--- config.mk ---
export PLATFORM = sky130hd
export DESIGN_NAME = clkgate_ctrl
export DESIGN_NICKNAME = d
export VERILOG_FILES = /design/src/rtl/clkgate_ctrl.sv
export SDC_FILE = /design/constraint.sdc
export NUM_CORES = 1
export LEC_CHECK = 0
export CORE_ASPECT_RATIO = 1.1
export CORE_UTILIZATION = 35
export CTS_BUF_LIST = sky130_fd_sc_hd__clkbuf_16
export CTS_CLUSTER_DIAMETER = 100
export CTS_CLUSTER_SIZE = 16
export DETAILED_ROUTE_END_ITERATION = 8
export GPL_TIMING_DRIVEN = 0
export HOLD_SLACK_MARGIN = 0.08
export SETUP_SLACK_MARGIN = 0.05
export SYNTH_ARGS = -nofsm -noshare
export SYNTH_HDL_FRONTEND = slang
export SYNTH_SLANG_ARGS = --single-unit
--- constraint.sdc ---
create_clock -name CK -period 3.6 [get_ports CK]
set_input_delay 0.72 -clock CK [delete_from_list [all_inputs] [get_ports CK]]
set_output_delay 0.72 -clock CK [all_outputs]
set_load 0.01 [all_outputs]
--- src/rtl/clkgate_ctrl.sv ---
// -----------------------------------------------------------------------------
// clkgate_ctrl
//   Drives the E pins of N latch-based clock-gate cells, one per clock domain.
//   Each domain has a small OFF -> WAKE -> ON FSM:
//   - A domain wakes when it asks for its clock (req or busy) and the wake
//     arbiter grants it.
//   - It reports ready once its gated clock is usable.
//   - It is gated off again after cfg_idle idle cycles of hysteresis.
//   A round-robin arbiter admits at most one wake per cycle to limit inrush.
//
// Parameters
//   N         number of gated domains (1..16)
//   WAKE_LAT  cycles from en rising to ready rising (>= 1)
//   CW        width of the idle-hysteresis counter and cfg_idle
//
// Ports
//   CK        in   clock (ungated; same clock feeds the gate cells)
//   RN        in   asynchronous reset, active low
//   req       in   [N]  domain i requests its clock
//   busy      in   [N]  domain i has work in flight (blocks gating, forces wake)
//   cfg_idle  in   [CW] idle cycles required before gating, sampled every cycle
//   TE        in   scan/test override forcing every en high
//                  (only present when CLKGATE_CTRL_TEST_EN is defined)
//   en        out  [N]  gate-cell enables, registered
//   ready     out  [N]  gated clock i is running, registered
//   waking    out  a wake sequence is in progress in some domain, registered
//
// Build option
//   CLKGATE_CTRL_TEST_EN : adds TE; en = registered enable OR TE.
// -----------------------------------------------------------------------------
module clkgate_ctrl #(
  parameter int N        = 4,
  parameter int WAKE_LAT = 2,
  parameter int CW       = 8
) (
  input  logic          CK,
  input  logic          RN,
  input  logic [N-1:0]  req,
  input  logic [N-1:0]  busy,
  input  logic [CW-1:0] cfg_idle,
`ifdef CLKGATE_CTRL_TEST_EN
  input  logic          TE,
`endif
  output logic [N-1:0]  en,
  output logic [N-1:0]  ready,
  output logic          waking
);

  localparam int              PW        = (N > 1) ? $clog2(N) : 1;
  localparam logic [CW-1:0]   CNT_MAX   = {CW{1'b1}};
  localparam logic [CW-1:0]   WAKE_LOAD = CW'(WAKE_LAT - 1);
  localparam logic [PW-1:0]   LAST_IDX  = PW'(N - 1);

  typedef enum logic [1:0] {
    ST_OFF  = 2'd0,
    ST_WAKE = 2'd1,
    ST_ON   = 2'd2
  } state_t;

  state_t        r_state [N];
  logic [CW-1:0] r_cnt   [N];
  logic [PW-1:0] r_ptr;
  logic [N-1:0]  r_en;
  logic [N-1:0]  r_ready;
  logic          r_waking;

  state_t        w_state_nxt [N];
  logic [CW-1:0] w_cnt_nxt   [N];
  logic [N-1:0]  w_cand;
  logic [N-1:0]  w_gnt;
  logic          w_gnt_any;
  logic [PW-1:0] w_gnt_idx;
  logic [PW-1:0] w_ptr_nxt;
  logic [PW-1:0] w_idx;
  logic [N-1:0]  w_en_nxt;
  logic [N-1:0]  w_ready_nxt;
  logic          w_waking_nxt;

  // Index k positions after base, wrapping at N.
  function automatic logic [PW-1:0] rot_idx(input logic [PW-1:0] base, input int k);
    int s;
    s = int'(base) + k;
    if (s >= N) begin
      s = s - N;
    end else begin
      s = s;
    end
    return PW'(s);
  endfunction

  // Round-robin wake arbiter: first OFF requester at or after the pointer wins.
  always_comb begin
    w_gnt     = '0;
    w_gnt_any = 1'b0;
    w_gnt_idx = '0;
    w_idx     = '0;
    for (int i = 0; i < N; i++) begin
      w_cand[i] = (r_state[i] == ST_OFF) && (req[i] || busy[i]);
    end
    for (int k = 0; k < N; k++) begin
      w_idx = rot_idx(r_ptr, k);
      if (!w_gnt_any && w_cand[w_idx]) begin
        w_gnt_any        = 1'b1;
        w_gnt_idx        = w_idx;
        w_gnt[w_idx]     = 1'b1;
      end else begin
        w_gnt_any = w_gnt_any;
      end
    end
    if (w_gnt_any) begin
      w_ptr_nxt = (w_gnt_idx == LAST_IDX) ? '0 : (w_gnt_idx + PW'(1));
    end else begin
      w_ptr_nxt = r_ptr;
    end
  end

  // Per-domain next state, hysteresis counter and next registered outputs.
  always_comb begin
    w_waking_nxt = 1'b0;
    for (int i = 0; i < N; i++) begin
      w_state_nxt[i] = r_state[i];
      w_cnt_nxt[i]   = r_cnt[i];
      case (r_state[i])
        ST_OFF: begin
          if (w_gnt[i]) begin
            w_state_nxt[i] = ST_WAKE;
            w_cnt_nxt[i]   = WAKE_LOAD;
          end else begin
            w_cnt_nxt[i]   = '0;
          end
        end
        ST_WAKE: begin
          // A dropped request does not abort the wake; it always completes.
          if (r_cnt[i] == '0) begin
            w_state_nxt[i] = ST_ON;
            w_cnt_nxt[i]   = '0;
          end else begin
            w_cnt_nxt[i]   = r_cnt[i] - CW'(1);
          end
        end
        ST_ON: begin
          if (!req[i] && !busy[i]) begin
            // Equality compare: lowering cfg_idle below the running count
            // keeps the domain on until idle is broken and the count restarts.
            if (r_cnt[i] == cfg_idle) begin
              w_state_nxt[i] = ST_OFF;
              w_cnt_nxt[i]   = '0;
            end else if (r_cnt[i] != CNT_MAX) begin
              w_cnt_nxt[i]   = r_cnt[i] + CW'(1);
            end else begin
              w_cnt_nxt[i]   = r_cnt[i];
            end
          end else begin
            w_cnt_nxt[i] = '0;
          end
        end
        default: begin
          w_state_nxt[i] = ST_OFF;
          w_cnt_nxt[i]   = '0;
        end
      endcase
      w_en_nxt[i]    = (w_state_nxt[i] != ST_OFF);
      w_ready_nxt[i] = (w_state_nxt[i] == ST_ON);
      w_waking_nxt   = w_waking_nxt | (w_state_nxt[i] == ST_WAKE);
    end
  end

  // State, counters, pointer and output flops.
  always_ff @(posedge CK or negedge RN) begin
    if (!RN) begin
      for (int i = 0; i < N; i++) begin
        r_state[i] <= ST_OFF;
        r_cnt[i]   <= '0;
      end
      r_ptr    <= '0;
      r_en     <= '0;
      r_ready  <= '0;
      r_waking <= 1'b0;
    end else begin
      for (int i = 0; i < N; i++) begin
        r_state[i] <= w_state_nxt[i];
        r_cnt[i]   <= w_cnt_nxt[i];
      end
      r_ptr    <= w_ptr_nxt;
      r_en     <= w_en_nxt;
      r_ready  <= w_ready_nxt;
      r_waking <= w_waking_nxt;
    end
  end

`ifdef CLKGATE_CTRL_TEST_EN
  // Test override is combinational so scan can force every gate open at once.
  assign en = r_en | {N{TE}};
`else
  assign en = r_en;
`endif
  assign ready  = r_ready;
  assign waking = r_waking;

endmodule

# Yosys cells after proc, flatten, opt, wreduce, memory -nomap -nowiden
# Index checks and enable logic that the tools add are counted.
# totals
ff_bits,51
# op_classes
addsub,16
order_cmp,12
eq_ne,29
n_mux,77
bitwise_logic,6
reduce_logical,42
# ops
cell,count
$mux W8,16
$pmux W8 S3,4
$mux W2,25
$add A8 B1 Y8 const B,4
$eq A8 B8 Y1,4
$logic_not A8 Y1,4
$ne A8 B8 Y1 const B,4
$sub A8 B1 Y8 const B,4
$pmux W2 S3,4
$eq A2 B2 Y1 const B,9
$eq A2 B1 Y1 const B,8
$mux W1,16
$mux W4,4
$ne A4 B4 Y1 const B,4
$logic_and A1 B1 Y1,15
$lt A2 B3 Y1 const B,4
$or A4 B4 Y4,3
$logic_not A1 Y1,11
$ge A3 B3 Y1 const B,3
$bmux W1 S2,4
$demux W1 S2,4
$ge A2 B1 Y1 const B,4
$logic_not A2 Y1,4
$reduce_bool A2 Y1,4
other kinds (7),16

# Longest topological paths before layout
# Gate-level depths: netlist of run 1.
# depth
ltp_word,20
depth_mapped,11
mapped_depth_nobuf,9

# Least setup slack after synthesis of run 1
# No wires, ideal clock.
# synth_timing
path_kind,input -> register
start,in busy[3]
end,"reg r_waking, in the netlist waking"
setup_ps,139
arrival_ps,2719
path_slack_ps,743
path_stages,7
cell_sequence,or2_0 buf_2 and2_4 mux4_2 a221oi_1 o21a_1 or4b_1
# synth_via
elab_chain_len,20
word_cells_on_any_way,44
classes_between,4 x eq/ne; 24 x mux; 6 x bitwise; 10 x reduce/logical
# synth_lines
item,line,source
"start, declared",39,"input logic [N-1:0] busy,"
$logic_or A1 B1 Y1,98,w_cand[i] = (r_state[i] == ST_OFF) && (req[i] || busy[i]);
$logic_and A1 B1 Y1,98,
$bmux W1 S2,102,if (!w_gnt_any && w_cand[w_idx]) begin
$mux W1 (not written as such),102,
$mux W1,102,
$logic_not A1 Y1,102,
$logic_and A1 B1 Y1,102,
$mux W1,102,
[4 not listed],n/a,
$logic_and A1 B1 Y1,102,
$mux W4,102,
$mux W2,125,if (w_gnt[i]) begin
$pmux W2 S3,123,case (r_state[i])
$eq A2 B1 Y1,164,w_waking_nxt = w_waking_nxt | (w_state_nxt[i] == ST_WAKE);
$or A1 B1 Y1 (2 in series),164,
$or A1 B1 Y1 (*),164,
net w_waking_nxt,77,logic w_waking_nxt;
"end signal, assigned",187,r_waking <= w_waking_nxt;
"end, declared",65,logic r_waking;
# The timed path passes the listed nets; every way through them passes the cells marked *. The select of a mux whose other input is x is not followed.
# A chain may end at the register's enable or synchronous reset.

# Worst setup path after layout of run 1
# layout_timing
start,in busy[0]
end,"reg r_waking, in the netlist waking"
# Same word-level chain as after synthesis.

==> impl_results.md, run 1 <==
* Ant diodes at 0
* DR DRC count at 0
* Sequential share of the synthesized area at 31.9%
* Initial DRC count at 214
* Vias in the first global route at 3,385
* CTS Buf Count at 5
* Clk Latency, worst-skew pair at 0.29 ns
* Startpoint class of the critical path: input pin
* Vias per std cell at 5.80
* Post-place instance area at 4460 sq um
* Die height at 114 microns
* Routed wire length at 10.5 mm
* Max rail drop VDD at 358 uV
* Final Setup Violations at 0
* I/O pins at 27
* Worst-Margin Slew at 0.963 ns
* CTS clk-pin slew, worst paths at 0.07 ns
* First-pass GRT wire length at 17.3 mm
* Max Cap Viol at 0
* Fin. max-slew vios at 0
* Largest net degree at the start of global routing at 29
* Final worst-path cycle share at 92.8%
* Post-route ant nets at 0
* Yosys warns at 0
* Post-Layout Cell Count at 651
* RSZ-0062 raised after global routing: false
* FF+latch count, synth at 51
* Outcome: completed
* Max H-tree Level at 2
* HP Class: input pin to asynchronous set/reset pin
* Layout cells sized above 1 at 8.33%
* Max Freq at 299 MHz
* Finished Cell Area at 4600 sq um
* Die area at 11,900 sq um
* Async SR Flop Fraction at 100%
* Fin Clk Skew at 0.00506 ns
* Commonest non-fill, non-tap cells in the layout: nor2_1 (51), dfrtp_1 (51), o21ai_0 (38), nand2_1 (37), clkdlybuf4s50_1 (25)
* Slew margin rel. at 35.7%
* Post-synth EDFFs at 0
* Placer Congestion at 0.839
* Synthesized instance count at 471
* Dominant cells by area after synthesis: dfrtp_1 (32%), ha_1 (5.3%), nor2_1 (4.8%)
* Distinct cells, synth at 61
* Critical path class: input pin to flip-flop
* Final Hold Vio Count at 0
* Power Internal at 2.20 mW
* Core ar. at 11,000 sq um
* Area leader, netlist: dfrtp_1
* CTS root buf: clkbuf_16
* Worst setup EP type: flip-flop
* Net Sw Power at 1.98 mW
* First-pass detailed-route iteration total at 7
* Share of the synthesized area in the top cell type at 31.9%
* Worst path required time at 3.77 ns
* Initial Util at 36.4%
* Flop pwr share at 25.9%
* GR Overflow Total at 0
* Nets@finish at 540
* Post-DP HPWL at 7.72 mm
* CTS tree: yes
* Crit-path max FO at 8
* IO buf count at 26
* Post-Synthesis Cell Area at 4000 sq um
* Num rows at 40
* Avg Cell Area, Syn at 8.50 sq um
* Via Count at 3,775
* Syn nets at 506
* DP Cell Count at 645
* P_leak at 1.84 nW
* WP data arrival at 3.51 ns
* Clock period minus worst slack at 3.34 ns
* Combinational fraction of design power at 63.1%
* GRT Util Overall at 18.1%
* Clock share of power at 11.0%
* Fill cells at 1,159
* Net Sw Frac at 47.4%
* Routed WL per cell at 16.1 microns
* Top FF cell, synth: dfrtp_1
* CTS sink cnt at 51
* Clock Tree Buf Depth at 2
* Initial antenna violation count at 0
* Power per standard cell area at 908 nW/um^2
* Die width at 104 microns
* Area Growth Syn to Fin at 14.8%
## routing by layer
layer	vias to the layer above	part of all wire, %	routed length (microns)	GRT usage [%]
met5	-	0	0	0
met4	0	2.1	224	6.57
met3	14	2.9	302	1.71
met2	87	48	5080	30.4
met1	1831	47	4900	24.3
li1	1843	-	-	-
## worst max-delay path, stage by stage
cell and delay, ns:
clkdlybuf4s50_1 0.47, nor2_1 0.09, nor3_1 0.54, mux4_2 0.48
nor2_1 0.15, a221oi_1 0.35, o21a_1 0.26, or4b_1 0.44
## power by group through the flow
stage | Combinational (mW) | Sequential [mW] | Clock [mW]
after detailed placement | 2.59 | 1.09 | 0
final | 2.63 | 1.08 | 0.460
after CTS | 2.61 | 1.08 | 0.474
after global routing | 2.94 | 1.12 | 0.493
after floorplan | 1.99 | 1.04 | 0
after global placement | 2.53 | 1.08 | 0
## sequential cells by signal (all words and copies together) (netlist names), named ones only
register / flops
r_ptr: 1
en: 4
ready: 4
r_state: 8
waking: 1
r_cnt: 32
## through the flow
step | setup slack (ns) | hold slack [ns] | util (%) | setup TNS (ns) | power, mW
global placement | -0.0905 | 0.575 | 40.4 | -0.177 | 3.61
floorplan | 0.743 | 0.424 | - | 0 | 3.03
CTS | 0.256 | 0.451 | 41.7 | 0 | 4.16
global route | 0.124 | 0.464 | 41.8 | 0 | 4.54
detailed placement | -0.0415 | 0.578 | 40.5 | -0.102 | 3.68
finish | 0.259 | 0.416 | 41.8 | 0 | 4.17
## cells in the mapped netlist, types with 8 or more instances
cell,number
a21oi_1,20
a221oi_1,18
and3_1,11
clkbuf_1,17
dfrtp_1,51
ha_1,17
inv_1,15
nand2_1,37
nand3_1,15
nand4_1,8
nor2_1,51
nor3_1,8
o211ai_1,13
o21ai_0,38
o221a_2,10
or2_2,8
xnor2_1,17
xor2_1,18
## path summary, 6_finish.rpt
path                                       start                    end  slack [ns]  depth (start not counted)
max                                      busy[0]       waking$_DFF_PN0_        0.26                          8
min                                           RN   r_cnt[9]$_DFFE_PN0P_        0.42                          1
max reg2reg                 r_cnt[0]$_DFFE_PN0P_       waking$_DFF_PN0_        0.54                          9
min reg2reg                r_cnt[14]$_DFFE_PN0P_  r_cnt[14]$_DFFE_PN0P_        0.59                          1
max in group asynchronous                     RN  r_cnt[28]$_DFFE_PN0P_        2.63                          2
min in group CK            r_cnt[14]$_DFFE_PN0P_  r_cnt[14]$_DFFE_PN0P_        0.59                          1
## cells by family (layout without fill, tap and decap cells)
family / Yosys count / in the layout / synth area share, %
simple gates: 177 / 177 / 22.4
buf+inv: 39 / 72 / 3.97
flops: 51 / 51 / 31.9
mux: 5 / 5 / 2.50
xor+xnor: 35 / 35 / 7.66
fa+ha+maj: 17 / 17 / 5.31
compound gates: 147 / 147 / 26.3
## area by class of cell
cell class	count	area [sq um]	area share [%]
Buffer	24	103	2.23
Timing Repair Buffer	27	275	5.99
Clock buffer	5	125	2.72
Tap cell	147	184	4.00
Inverter	15	56.3	1.22
Multi-Input combinational cell	381	2570	56.0
Clock inverter	1	3.75	0.0817
Sequential cell	51	1280	27.8
## timing repair
item | 4_1_cts | 5_1_grt
setup buffers | 0 | 0
resized for setup | 0 | 1
hold buffers | 0 | 0
setup endpoints to repair | 0 | 2
hold endpoints to repair | 0 | 0
No activity file was read; power rests on OpenSTA's default activity.
==> run 2: changes to the inputs <==
Settings changed: CORE_UTILIZATION 35 to 45, SLEW_MARGIN from default to 40.
==> run 2 against run 1 <==
Utilization is 13 points higher. Clock-buffer cell count stayed put. Hold slack worse by 0.14 ns. Register-to-register slack worse by 0.14 ns. Non-clock buffer count stayed put. Setup slack better by 0.0090 ns. Via count is 0.42% higher. Sequential cell count stayed put. Combinational power hardly changed. Power is 4.5% higher. Global-route usage is 6.1 points higher.
==> impl_results.md, run 2 (synthesis gave the netlist of run 1 again) <==
* Outcome: completed
* HP Class: input pin to asynchronous set/reset pin
* Fill cells at 818 (-29%)
* Core ar. at 8500 sq um (-23%)
* GR Overflow Total at 0 (unchanged)
* Setup TNS at 0 ns (unchanged)
* P_leak at 1.87 nW (+1.6%)
* Clk Latency, worst-skew pair at 0.29 ns (about the same)
* Worst setup EP type: flip-flop
* CTS clk-pin slew, worst paths at 0.07 ns (about the same)
* Met1 wire length at 5.27 mm (+7.5%)
* Max rail drop VDD at 552 uV (+54%)
* Final worst-path cycle share at 92.6% (-0.25 points)
* Area Growth Syn to Fin at 15.6%
* Vias per std cell at 6.14 (+6.0%)
* Max H-tree Level at 2 (unchanged)
* Commonest non-fill, non-tap cells in the layout: nor2_1 (51), dfrtp_1 (51), o21ai_0 (38), nand2_1 (37), clkdlybuf4s50_1 (25)
* Die width at 91.9 microns (-12%)
* Leading registers by flop count: r_cnt: 32 flops, r_state: 8 flops
* Vias in the first global route at 3,479 (+2.8%)
* Layout cells sized above 1 at 9.29% (+0.96 points)
* Max Freq at 300 MHz (+0.27%)
* Top Metal Used: met4
* Power per standard cell area at 942 nW/um^2 (+3.8%)
* Crit-path max FO at 8 (unchanged)
* Worst-Margin Slew at 0.824 ns (-0.139 ns)
* IO buf count at 26 (unchanged)
* Critical path class: input pin to flip-flop
* Slew margin rel. at 44.6% (+9.0 points)
* First-pass GRT wire length at 17.8 mm (+3.2%)
* CTS Buf Count at 5 (unchanged)
* First-pass detailed-route iteration total at 4 (-3)
* Routed wire length at 10.7 mm (+1.5%)
* Worst path required time at 3.75 ns (-0.02 ns)
* Max Cap Viol at 0 (unchanged)
* Via Count at 3,791 (+0.42%)
* Die area at 9280 sq um (-22%)
* Largest net degree at the start of global routing at 37 (+28%)
* CTS sink cnt at 51 (unchanged)
* Startpoint class of the critical path: input pin
* DR DRC count at 0 (unchanged)
* Metal3 WL at 485 microns (+61%)
* Routed WL per cell at 17.3 microns (+7.1%)
* Placer Congestion at 0.862 (+2.8%)
* Initial DRC count at 158 (-26%)
* Fin Clk Skew at 0.00761 ns (+0.00255 ns)
* Final Setup Violations at 0 (unchanged)
* Die height at 101 microns (-12%)
* Initial Util at 47.1% (+11 points)
* Final Util at 54.5% (+13 points)
* Num rows at 35 (-13%)
* CTS tree: yes
* Initial antenna violation count at 0 (unchanged)
* Met2 WL post-DR at 4.79 mm (-5.7%)
* Nets@finish at 540 (unchanged)
* RSZ-0062 raised after global routing: false
* Clock Tree Buf Depth at 2 (unchanged)
* Top reg by flops: r_cnt
* Ant diodes at 0 (unchanged)
* Register-to-register setup slack at 0.40 ns (-0.14 ns)
* Post-route ant nets at 0 (unchanged)
* Fin. max-slew vios at 0 (unchanged)
* Final Hold Vio Count at 0 (unchanged)
* Post-DP HPWL at 7.58 mm (-1.8%)
* GRT Util Overall at 24.2% (+6.1 points)
* CTS root buf: clkbuf_16
* Clock period minus worst slack at 3.33 ns (-0.00904 ns)
* WP data arrival at 3.48 ns (-0.03 ns)
* Largest register FFs at 32 (unchanged)
* I/O pins at 27 (unchanged)
==> run 2: final cells by class <==
| type | instances | area, sq um | share of cell area, % |
|---|---|---|---|
| Sequential cell | 51 | 1280 | 27.6 |
| Clock inverter | 3 | 67.6 | 1.46 |
| Timing Repair Buffer | 27 | 278 | 6.00 |
| Tap cell | 111 | 139 | 3.00 |
| Multi-Input combinational cell | 381 | 2580 | 55.8 |
| Inverter | 15 | 56.3 | 1.22 |
| Clock buffer | 5 | 125 | 2.70 |
| Buffer | 24 | 103 | 2.22 |
==> run 2: final timing paths <==
path | end | start | cells after the start
min in group CK | r_cnt[14]$_DFFE_PN0P_ | r_cnt[14]$_DFFE_PN0P_ | 1
setup / recovery | waking$_DFF_PN0_ | busy[3] | 8
hold reg to reg | r_cnt[14]$_DFFE_PN0P_ | r_cnt[14]$_DFFE_PN0P_ | 1
setup reg to reg | waking$_DFF_PN0_ | r_cnt[0]$_DFFE_PN0P_ | 9
hold / removal | r_cnt[5]$_DFFE_PN0P_ | RN | 1
max in group asynchronous | r_ptr[1]$_DFFE_PN0P_ | RN | 2
==> run 2: report_power, final <==
part | total [mW] | internal [mW] | switching (mW)
combinational | 2.65 | 1.12 | 1.53
sequential | 1.08 | 0.831 | 0.254
clock | 0.626 | 0.399 | 0.227
total | 4.36 | 2.35 | 2.01
==> run 2: per-layer routing <==
layer | track usage, % | up-vias
met1 | 34.6 | 1843
met4 | 6.01 | 0
met5 | 0 | -
met3 | 3.39 | 8
li1 | - | 1847
met2 | 38.8 | 93
==> run 2: critical path, cell delays in order <==
cell             delay, ns
clkdlybuf4s50_1       0.39
or2_0                 0.23
buf_2                 0.18
and2_4                0.17
mux4_2                0.57
a221oi_2              0.34
o211ai_1              0.25
or4b_1                0.62
==> run 2: what timing repair did <==
action / in CTS / in global routing
setup endpoints to repair: 0 / 1
hold buffers: 0 / 0
buffers inserted: 0 / 0
gates resized for setup: 0 / 1
==> run 2: metrics by stage <==
step | cell area, sq um | cells | worst slack [ns] | hold slack, ns | power [mW]
global placement | 4400 | 608 | -0.0504 | 0.584 | 3.63
detailed placement | 4430 | 609 | -0.0895 | 0.596 | 3.69
CTS | 4620 | 617 | 0.217 | 0.285 | 4.34
global route | 4630 | 617 | 0.168 | 0.290 | 4.74
floorplan | 4000 | 471 | 0.743 | 0.424 | 3.03
finish | 4630 | 617 | 0.268 | 0.277 | 4.36
